===== src/rtl/program_loader.sv =====
// Boot loader: receives a word count and a program over 8N1 UART, writes it into
// the instruction ROM, and releases the CPU reset once the last word has landed.
module program_loader #(
  parameter int CLKS_PER_BIT         = 868,
  parameter int ROM_ADDRESS_BITWIDTH = 15
) (
  input  logic                            clk,
  input  logic                            reset_n,
  input  logic                            rx,
  output logic                            rom_wren,
  output logic [ROM_ADDRESS_BITWIDTH-1:0] rom_address,
  output logic [31:0]                     rom_write_data,
  output logic                            cpu_reset_n,
  output logic                            loading,
  output logic                            error
);
  localparam int AW = ROM_ADDRESS_BITWIDTH;
  localparam int IW = AW - 1;
  localparam int CW = $clog2(CLKS_PER_BIT);
  localparam logic [CW-1:0] FULL = CW'(CLKS_PER_BIT - 1);
  localparam logic [CW-1:0] HALF = CW'(CLKS_PER_BIT / 2 - 1);
  localparam logic [63:0]   CAP  = 64'd1 << (AW - 2);

  typedef enum logic [1:0] {RX_IDLE, RX_START, RX_DATA, RX_STOP} rx_state_e;
  typedef enum logic [1:0] {LD_COUNT, LD_DATA, LD_DONE, LD_ERROR} ld_state_e;

  logic rx_meta_q, rx_s_q;
  rx_state_e rx_state_q, rx_state_d;
  logic [CW-1:0] cnt_q, cnt_d;
  logic [2:0] bit_q, bit_d;
  logic [7:0] shreg_q, shreg_d;
  logic byte_valid, framing_err;

  logic [1:0]  byte_cnt_q;
  logic [23:0] word_q;
  logic [31:0] word;
  logic        word_done;

  ld_state_e ld_state_q, ld_state_d;
  logic [IW-1:0] idx_q, idx_d, n_q, n_d;
  logic [AW-1:0] addr_d;
  logic [31:0]   data_d;
  logic          wren_d, cpu_rst_d, loading_d;

  always_ff @(posedge clk or negedge reset_n) begin
    if (!reset_n) begin
      rx_meta_q <= 1'b1;
      rx_s_q    <= 1'b1;
    end else begin
      rx_meta_q <= rx;
      rx_s_q    <= rx_meta_q;
    end
  end

  always_comb begin
    rx_state_d  = rx_state_q;
    cnt_d       = cnt_q;
    bit_d       = bit_q;
    shreg_d     = shreg_q;
    byte_valid  = 1'b0;
    framing_err = 1'b0;
    case (rx_state_q)
      RX_IDLE: begin
        cnt_d = '0;
        if (!rx_s_q) rx_state_d = RX_START;
      end
      RX_START: begin
        if (cnt_q == HALF) begin
          cnt_d      = '0;
          bit_d      = '0;
          rx_state_d = rx_s_q ? RX_IDLE : RX_DATA;
        end else cnt_d = cnt_q + 1'b1;
      end
      RX_DATA: begin
        if (cnt_q == FULL) begin
          cnt_d   = '0;
          shreg_d = {rx_s_q, shreg_q[7:1]};
          bit_d   = bit_q + 1'b1;
          if (bit_q == 3'd7) rx_state_d = RX_STOP;
        end else cnt_d = cnt_q + 1'b1;
      end
      RX_STOP: begin
        if (cnt_q == FULL) begin
          cnt_d       = '0;
          byte_valid  = rx_s_q;
          framing_err = !rx_s_q;
          rx_state_d  = RX_IDLE;
        end else cnt_d = cnt_q + 1'b1;
      end
      default: rx_state_d = RX_IDLE;
    endcase
  end

  always_ff @(posedge clk or negedge reset_n) begin
    if (!reset_n) begin
      rx_state_q <= RX_IDLE;
      cnt_q      <= '0;
      bit_q      <= '0;
      shreg_q    <= '0;
    end else begin
      rx_state_q <= rx_state_d;
      cnt_q      <= cnt_d;
      bit_q      <= bit_d;
      shreg_q    <= shreg_d;
    end
  end

  // Little-endian packing; the 4th byte is taken straight from the shifter.
  assign word      = {shreg_q, word_q};
  assign word_done = byte_valid && (byte_cnt_q == 2'd3);

  always_ff @(posedge clk or negedge reset_n) begin
    if (!reset_n) begin
      byte_cnt_q <= '0;
      word_q     <= '0;
    end else if (byte_valid) begin
      byte_cnt_q <= byte_cnt_q + 1'b1;
      case (byte_cnt_q)
        2'd0:    word_q[7:0]   <= shreg_q;
        2'd1:    word_q[15:8]  <= shreg_q;
        2'd2:    word_q[23:16] <= shreg_q;
        default: ;
      endcase
    end
  end

  always_comb begin
    ld_state_d = ld_state_q;
    idx_d      = idx_q;
    n_d        = n_q;
    wren_d     = 1'b0;
    addr_d     = rom_address;
    data_d     = rom_write_data;
    case (ld_state_q)
      LD_COUNT: begin
        if (framing_err) ld_state_d = LD_ERROR;
        else if (word_done) begin
          if (word == 32'd0) ld_state_d = LD_DONE;
          else if ({32'd0, word} > CAP) ld_state_d = LD_ERROR;
          else begin
            n_d        = word[IW-1:0];
            idx_d      = '0;
            ld_state_d = LD_DATA;
          end
        end
      end
      LD_DATA: begin
        if (framing_err) ld_state_d = LD_ERROR;
        else if (word_done) begin
          wren_d = 1'b1;
          data_d = word;
          addr_d = {idx_q[AW-3:0], 2'b00};
          idx_d  = IW'(idx_q + 1'b1);
          if (idx_d == n_q) ld_state_d = LD_DONE;
        end
      end
      default: ;
    endcase
    // Release one cycle after the last write strobe, or straight away for N = 0.
    cpu_rst_d = (ld_state_d == LD_DONE) && (ld_state_q != LD_DATA);
    loading_d = !cpu_rst_d && (ld_state_d != LD_ERROR);
  end

  always_ff @(posedge clk or negedge reset_n) begin
    if (!reset_n) begin
      ld_state_q     <= LD_COUNT;
      idx_q          <= '0;
      n_q            <= '0;
      rom_wren       <= 1'b0;
      rom_address    <= '0;
      rom_write_data <= '0;
      cpu_reset_n    <= 1'b0;
      loading        <= 1'b1;
      error          <= 1'b0;
    end else begin
      ld_state_q     <= ld_state_d;
      idx_q          <= idx_d;
      n_q            <= n_d;
      rom_wren       <= wren_d;
      rom_address    <= addr_d;
      rom_write_data <= data_d;
      cpu_reset_n    <= cpu_rst_d;
      loading        <= loading_d;
      error          <= (ld_state_d == LD_ERROR);
    end
  end
endmodule


===== config.mk =====
export PLATFORM = sky130hd
export DESIGN_NAME = program_loader
export DESIGN_NICKNAME = d
export VERILOG_FILES = /design/src/rtl/program_loader.sv
export SDC_FILE = /design/constraint.sdc
export NUM_CORES = 1
export LEC_CHECK = 0
export ABC_AREA = 1
export BUFFER_PORTS_ARGS = -buffer_cell sky130_fd_sc_hd__buf_4
export CORE_AREA = 3 3 195 140
export CTS_CLUSTER_DIAMETER = 80
export CTS_CLUSTER_SIZE = 10
export DETAILED_ROUTE_END_ITERATION = 10
export DIE_AREA = 0 0 198 143
export PLACE_DENSITY = 0.4
export SLEW_MARGIN = 0
export SYNTH_ARGS = -nofsm -noshare
export SYNTH_HDL_FRONTEND = slang
export SYNTH_SLANG_ARGS = --single-unit

===== constraint.sdc =====
create_clock -name clk -period 4.4 [get_ports clk]
set_input_delay 0.88 -clock clk [delete_from_list [all_inputs] [get_ports clk]]
set_output_delay 0.88 -clock clk [all_outputs]
set_load 0.05 [all_outputs]

# Yosys cells after proc, flatten, opt, wreduce, memory -nomap -nowiden
# Index checks and enable logic that the tools add are counted.
# classes
n_lt_le_gt_ge,1
eq_ne,26
bitwise,3
muxes,35
addsub,4
n_reduce_logical,21
# op_table
cell,count
$mux 14,6
$gt 32x14->1 const B,1
$logic_not 32->1,1
$pmux 10 s3,1
$pmux 14 s2,1
$mux 2,13
$ne 2x2->1 const B,12
$mux 10,2
$add 14x1->14 const B,1
$eq 14x14->1,1
$eq 2x2->1 const B,6
$add 10x1->10 const B,1
$eq 10x10->1 const B,1
$eq 10x9->1 const B,1
$reduce_and 5->1,2
$pmux 2 s4,1
$reduce_and 2->1,4
$mux 1,7
$reduce_and 7->1,1
$eq 2x1->1 const B,3
$logic_not 2->1,3
$mux 3,2
$pmux 3 s2,1
$reduce_and 3->1,2
other kinds (10),16
# word_totals
regBits,130
word_cells,109
inputBits,3

# Logic depth before layout (Yosys ltp)
# logic_depth
word_depth,11
mapped_depth,15

# Least setup slack after synthesis
# Ideal clock, no wire load.
# synth_timing
path_kind,reg-to-reg
start,reg idx_q[0]
end,reg error
stages_incl_launch_ff,14
arrival_ns,1.660
slack_ns,2.624
setup_time_ns,0.116
period_less_slack_ns,1.776
n_path_buf,0
t_required_ns,4.284
cell_sequence,dfrtp_1 -> ha_1 -> nand2_2 -> inv_2 -> nor2_1 -> nor2_1 -> nor2_1 -> nand4_1 -> nor2_2 -> nand3_2 -> nor2_2 -> nand2_1 -> nand2_1 -> nor2_1
# synth_between
elab_chain_cells,7
# synth_lines
item,line,source
"start, declared",40,"logic [IW-1:0] idx_q, idx_d, n_q, n_d;"
"start signal, assigned",177,idx_q <= idx_d;
$add 14x1->14,153,idx_d = IW'(idx_q + 1'b1);
$eq 14x14->1,154,if (idx_d == n_q) ld_state_d = LD_DONE;
$mux 2,154,
$mux 2,149,else if (word_done) begin
$mux 2,148,if (framing_err) ld_state_d = LD_ERROR;
$pmux 2 s2,134,case (ld_state_q)
$eq 2x2->1,184,error <= (ld_state_d == LD_ERROR);
"end signal, assigned",184,
"end, declared",15,output logic error
# No other way between the ends.
# A chain may end at the register's enable or synchronous reset.

# Final worst setup path
# layout_timing
start,reg cnt_q[0]
end,reg error
# layout_between
elab_chain_cells,8
word_cells_on_any_way,12
# layout_lines
item,line,source
"start, declared",29,"logic [CW-1:0] cnt_q, cnt_d;"
"start signal, assigned",102,cnt_q <= cnt_d;
$eq 10x10->1 (*),83,if (cnt_q == FULL) begin
$mux 1,83,
$mux 1,62,case (rx_state_q)
$logic_and 1x1->1,110,assign word_done = byte_valid && (byte_cnt_q == 2'd3);
$mux 2 (on tied branches),"149, 137",
$mux 2 (on tied branches),"148, 136",
$pmux 2 s2 (*),134,
$eq 2x2->1 (*),184,
# Every way passes the cells marked *; elsewhere a longest branch is shown, timed or not.

==> impl_metrics.py <==
metrics = {
    "outcome": {
        "outcome": "completed",
    },
    "cts": {
        "postCtsSetupBuffers": 0,
        "clockBufferDepth": 2,
        "clock-root-buffer": "clkbuf_16",
        "cts-htree-levels": 4,
        "clock_sinks": 130,
        "postCtsHoldBufs": 0,
        "clk_pin_slew_ps": 50,
        "cts_made_buffers": 17,
        "clk-insertion-delay-late_ps": 430,
        "cts_tree": "yes",
        "ctsResizeCount": 0,
    },
    "die": {
        "die_w_microns": 198,
        "floorplan.initialDensity_pct": 23.8,
        "die_y_microns": 143,
        "core-area_sq_mm": 0.0255,
        "die_area_sq_mm": 0.0283,
        "io_pins": 54,
        "rows": 49,
    },
    "job": {
        "cap_violations": 0,
    },
    "timing": {
        "relSlewSlack_pct": 31.0,
        "fmax_mhz": 379,
        "rsz0062_at_grt": "false",
        "setup_viol": 0,
        "setup_ws_ps": 1760,
        "fin_setup_tns_ps": 0,
        "fin_crit_ps": 2640,
        "clock_skew_ps": 15.7,
        "finalHoldViolations": 0,
        "min_period_over_period_pct": 60.0,
        "slew_violations": 0,
        "worst_pin_slew_ps": 1030,
    },
    "global_routing": {
        "grt_max_degree": 107,
        "antenna_found_initial": 0,
        "grt_pass1_wl_mm": 25.0,
        "grt_pass1_vias": 4440,
        "grt_use_total_pct": 11.4,
        "overflow": 0,
    },
    "power_and_ir_drop": {
        "leakage_nw": 3.37,
        "vdd_drop_max_uv": 245,
        "p_per_area_mw_per_mm2": 352,
    },
    "route": {
        "wl_per_cell_microns": 13.6,
        "drt-total-wl_mm": 15.1,
        "drtPass1Iterations": 5,
        "avgViaCountPerCell": 4.10,
        "drc_errors": 0,
        "drtIter0Drc": 262,
        "vias": 4544,
        "drtAntennaViolNets": 0,
    },
    "critical_path": {
        "cp_slowest_cell": "nand3_1",
        "worstPathArrival_ps": 2930,
        "r2r-end": "error",
        "worstPathCellList": "ha_1, nand3_1, nor2_2, nand3_4, nor2_8, nand2_2, inv_2, nand3_1, nand3_1, nor2_1",
        "cp_max_fo": 30,
        "cp-start-kind": "flip-flop",
        "crit_top_cell": "nand3_1",
        "critPathKind": "reg2reg",
        "cp-end-kind": "flip-flop",
        "cpPeakStageDelay_ps": 690,
        "r2r_cells": 10,
        "rrSetupSlack_ps": 1760,
        "crit_buf_inv": 1,
        "required_ps": 4690,
        "r2r_start": "cnt_q[0]",
        "crit_family": "simple AND/OR/NAND/NOR gates",
    },
    "place": {
        "hpwl_mm": 10.6,
        "gp_congestion": 0.758,
        "numPortBuffers": 51,
        "dp_slack_ps": 1750,
    },
    "layout": {
        "layout_common_cells": "nand2_1, dfrtp_1, inv_1",
        "num-fill-cells": 2749,
        "diodes": 0,
        "multi_input_area_sq_mm": 0.00235,
        "drive_gt1_share_pct": 17.9,
        "syn_to_final_growth_pct": 20.8,
        "regArea_sq_mm": 0.00326,
        "nets": 777,
        "final_common_cell": "nand2_1",
    },
    "worst_hold_path": {
        "min_path_cells": 0,
        "hp-class": "reg2reg",
        "min_from": "rx_meta_q",
        "hold_path_end": "rx_s_q",
    },
    "logic_synthesis": {
        "synthCells": 710,
        "synth.distinct_cells": 38,
        "synth-seq-area-share_pct": 53.6,
        "mappedNetlistArea_sq_mm": 0.00608,
        "yosysWarnings": 0,
        "syn_area_per_cell_sq_um": 8.56,
        "synth-seq-cells": 130,
    },
}
## kinds of logic (layout without fill, tap and decap cells)
| group | Yosys count | count (layout) | share of synthesized area [%] |
|---|---|---|---|
| compound gates | 117 | 117 | 10.6 |
| flops | 130 | 130 | 53.6 |
| simple gates | 335 | 335 | 25.1 |
| buf+inv | 111 | 177 | 7.78 |
| xor+xnor | 7 | 7 | 1.01 |
| fa+ha+maj | 9 | 9 | 1.85 |
| other cells | 1 | 2 | 0.0617 |
## where the power goes
group,leakage (nW),total [mW],internal [mW],switching [mW]
combinational,1.32,0.0307,0.00264,0.0281
sequential,1.79,1.20,1.20,0.000580
clock,0.265,1.36,0.818,0.537
total,3.37,2.58,2.02,0.566
## sequential cells by signal, summed over array words and instances (netlist names), 2 cells and up, named ones only
name / flops
n_q: 14
rom_address: 13
byte_cnt_q: 2
bit_q: 3
word_q: 24
idx_q: 14
shreg_q: 8
ld_state_q: 2
cnt_q: 10
rom_write_data: 32
## layout make-up
class / count / share of cell area, %
clock buffer: 23 / 6.51
clock inverter: 8 / 1.09
inverter: 90 / 4.60
multi-input combinational: 470 / 32.1
sequential: 130 / 44.3
tap: 331 / 5.64
timing repair buffer: 56 / 5.77
## stage by stage
stage	total power [mW]	hold WS, ps	instance area (sq um)	std cells	util (%)
4_1_cts	2.63	355	7350	1108	28.8
3_3_place_gp	1.25	347	6790	1077	26.6
2_1_floorplan	1.23	345	6080	711	-
5_1_grt	2.69	368	7350	1108	28.8
6_report	2.58	354	7350	1108	28.8
3_5_place_dp	1.25	347	6790	1077	26.6
## cell usage after synthesis (all sizes together)
library cell / instances / share of area [%]
nand2: 218 / 14
nand3: 40 / 3.8
nor3: 2 / 0.16
nor4: 3 / 0.31
xor2: 5 / 0.72
or2: 1 / 0.10
o21ai: 110 / 9.9
ha: 9 / 1.9
and2: 2 / 0.25
dfstp: 3 / 1.3
xnor2: 2 / 0.29
clkbuf: 10 / 0.62
clkinv: 1 / 0.062
a21oi: 5 / 0.47
dfrtp: 127 / 52
inv: 89 / 5.5
conb: 1 / 0.062
o31ai: 1 / 0.12
buf: 11 / 1.6
nand4: 15 / 1.5
nor2: 50 / 4.5
nor3b: 1 / 0.12
o211ai: 1 / 0.12
nand3b: 3 / 0.37
## per-layer routing
metal	part of all wire, %	vias up	track usage, %
li1	-	2371	-
met1	57	2086	18.3
met2	37	81	14.3
met3	5.0	6	3.73
met4	0.53	0	2.79
met5	0	-	0
## worst max path at each step
stage / cells past startpoint / from / endpoint
detailed placement: 10 / cnt_q[0] / error
floorplan: 13 / idx_q[0] / error
global placement: 10 / cnt_q[0] / error
CTS: 10 / cnt_q[0] / error
finish: 10 / cnt_q[0] / error
global route: 10 / cnt_q[0] / error
(Power assumes the default switching activity.)
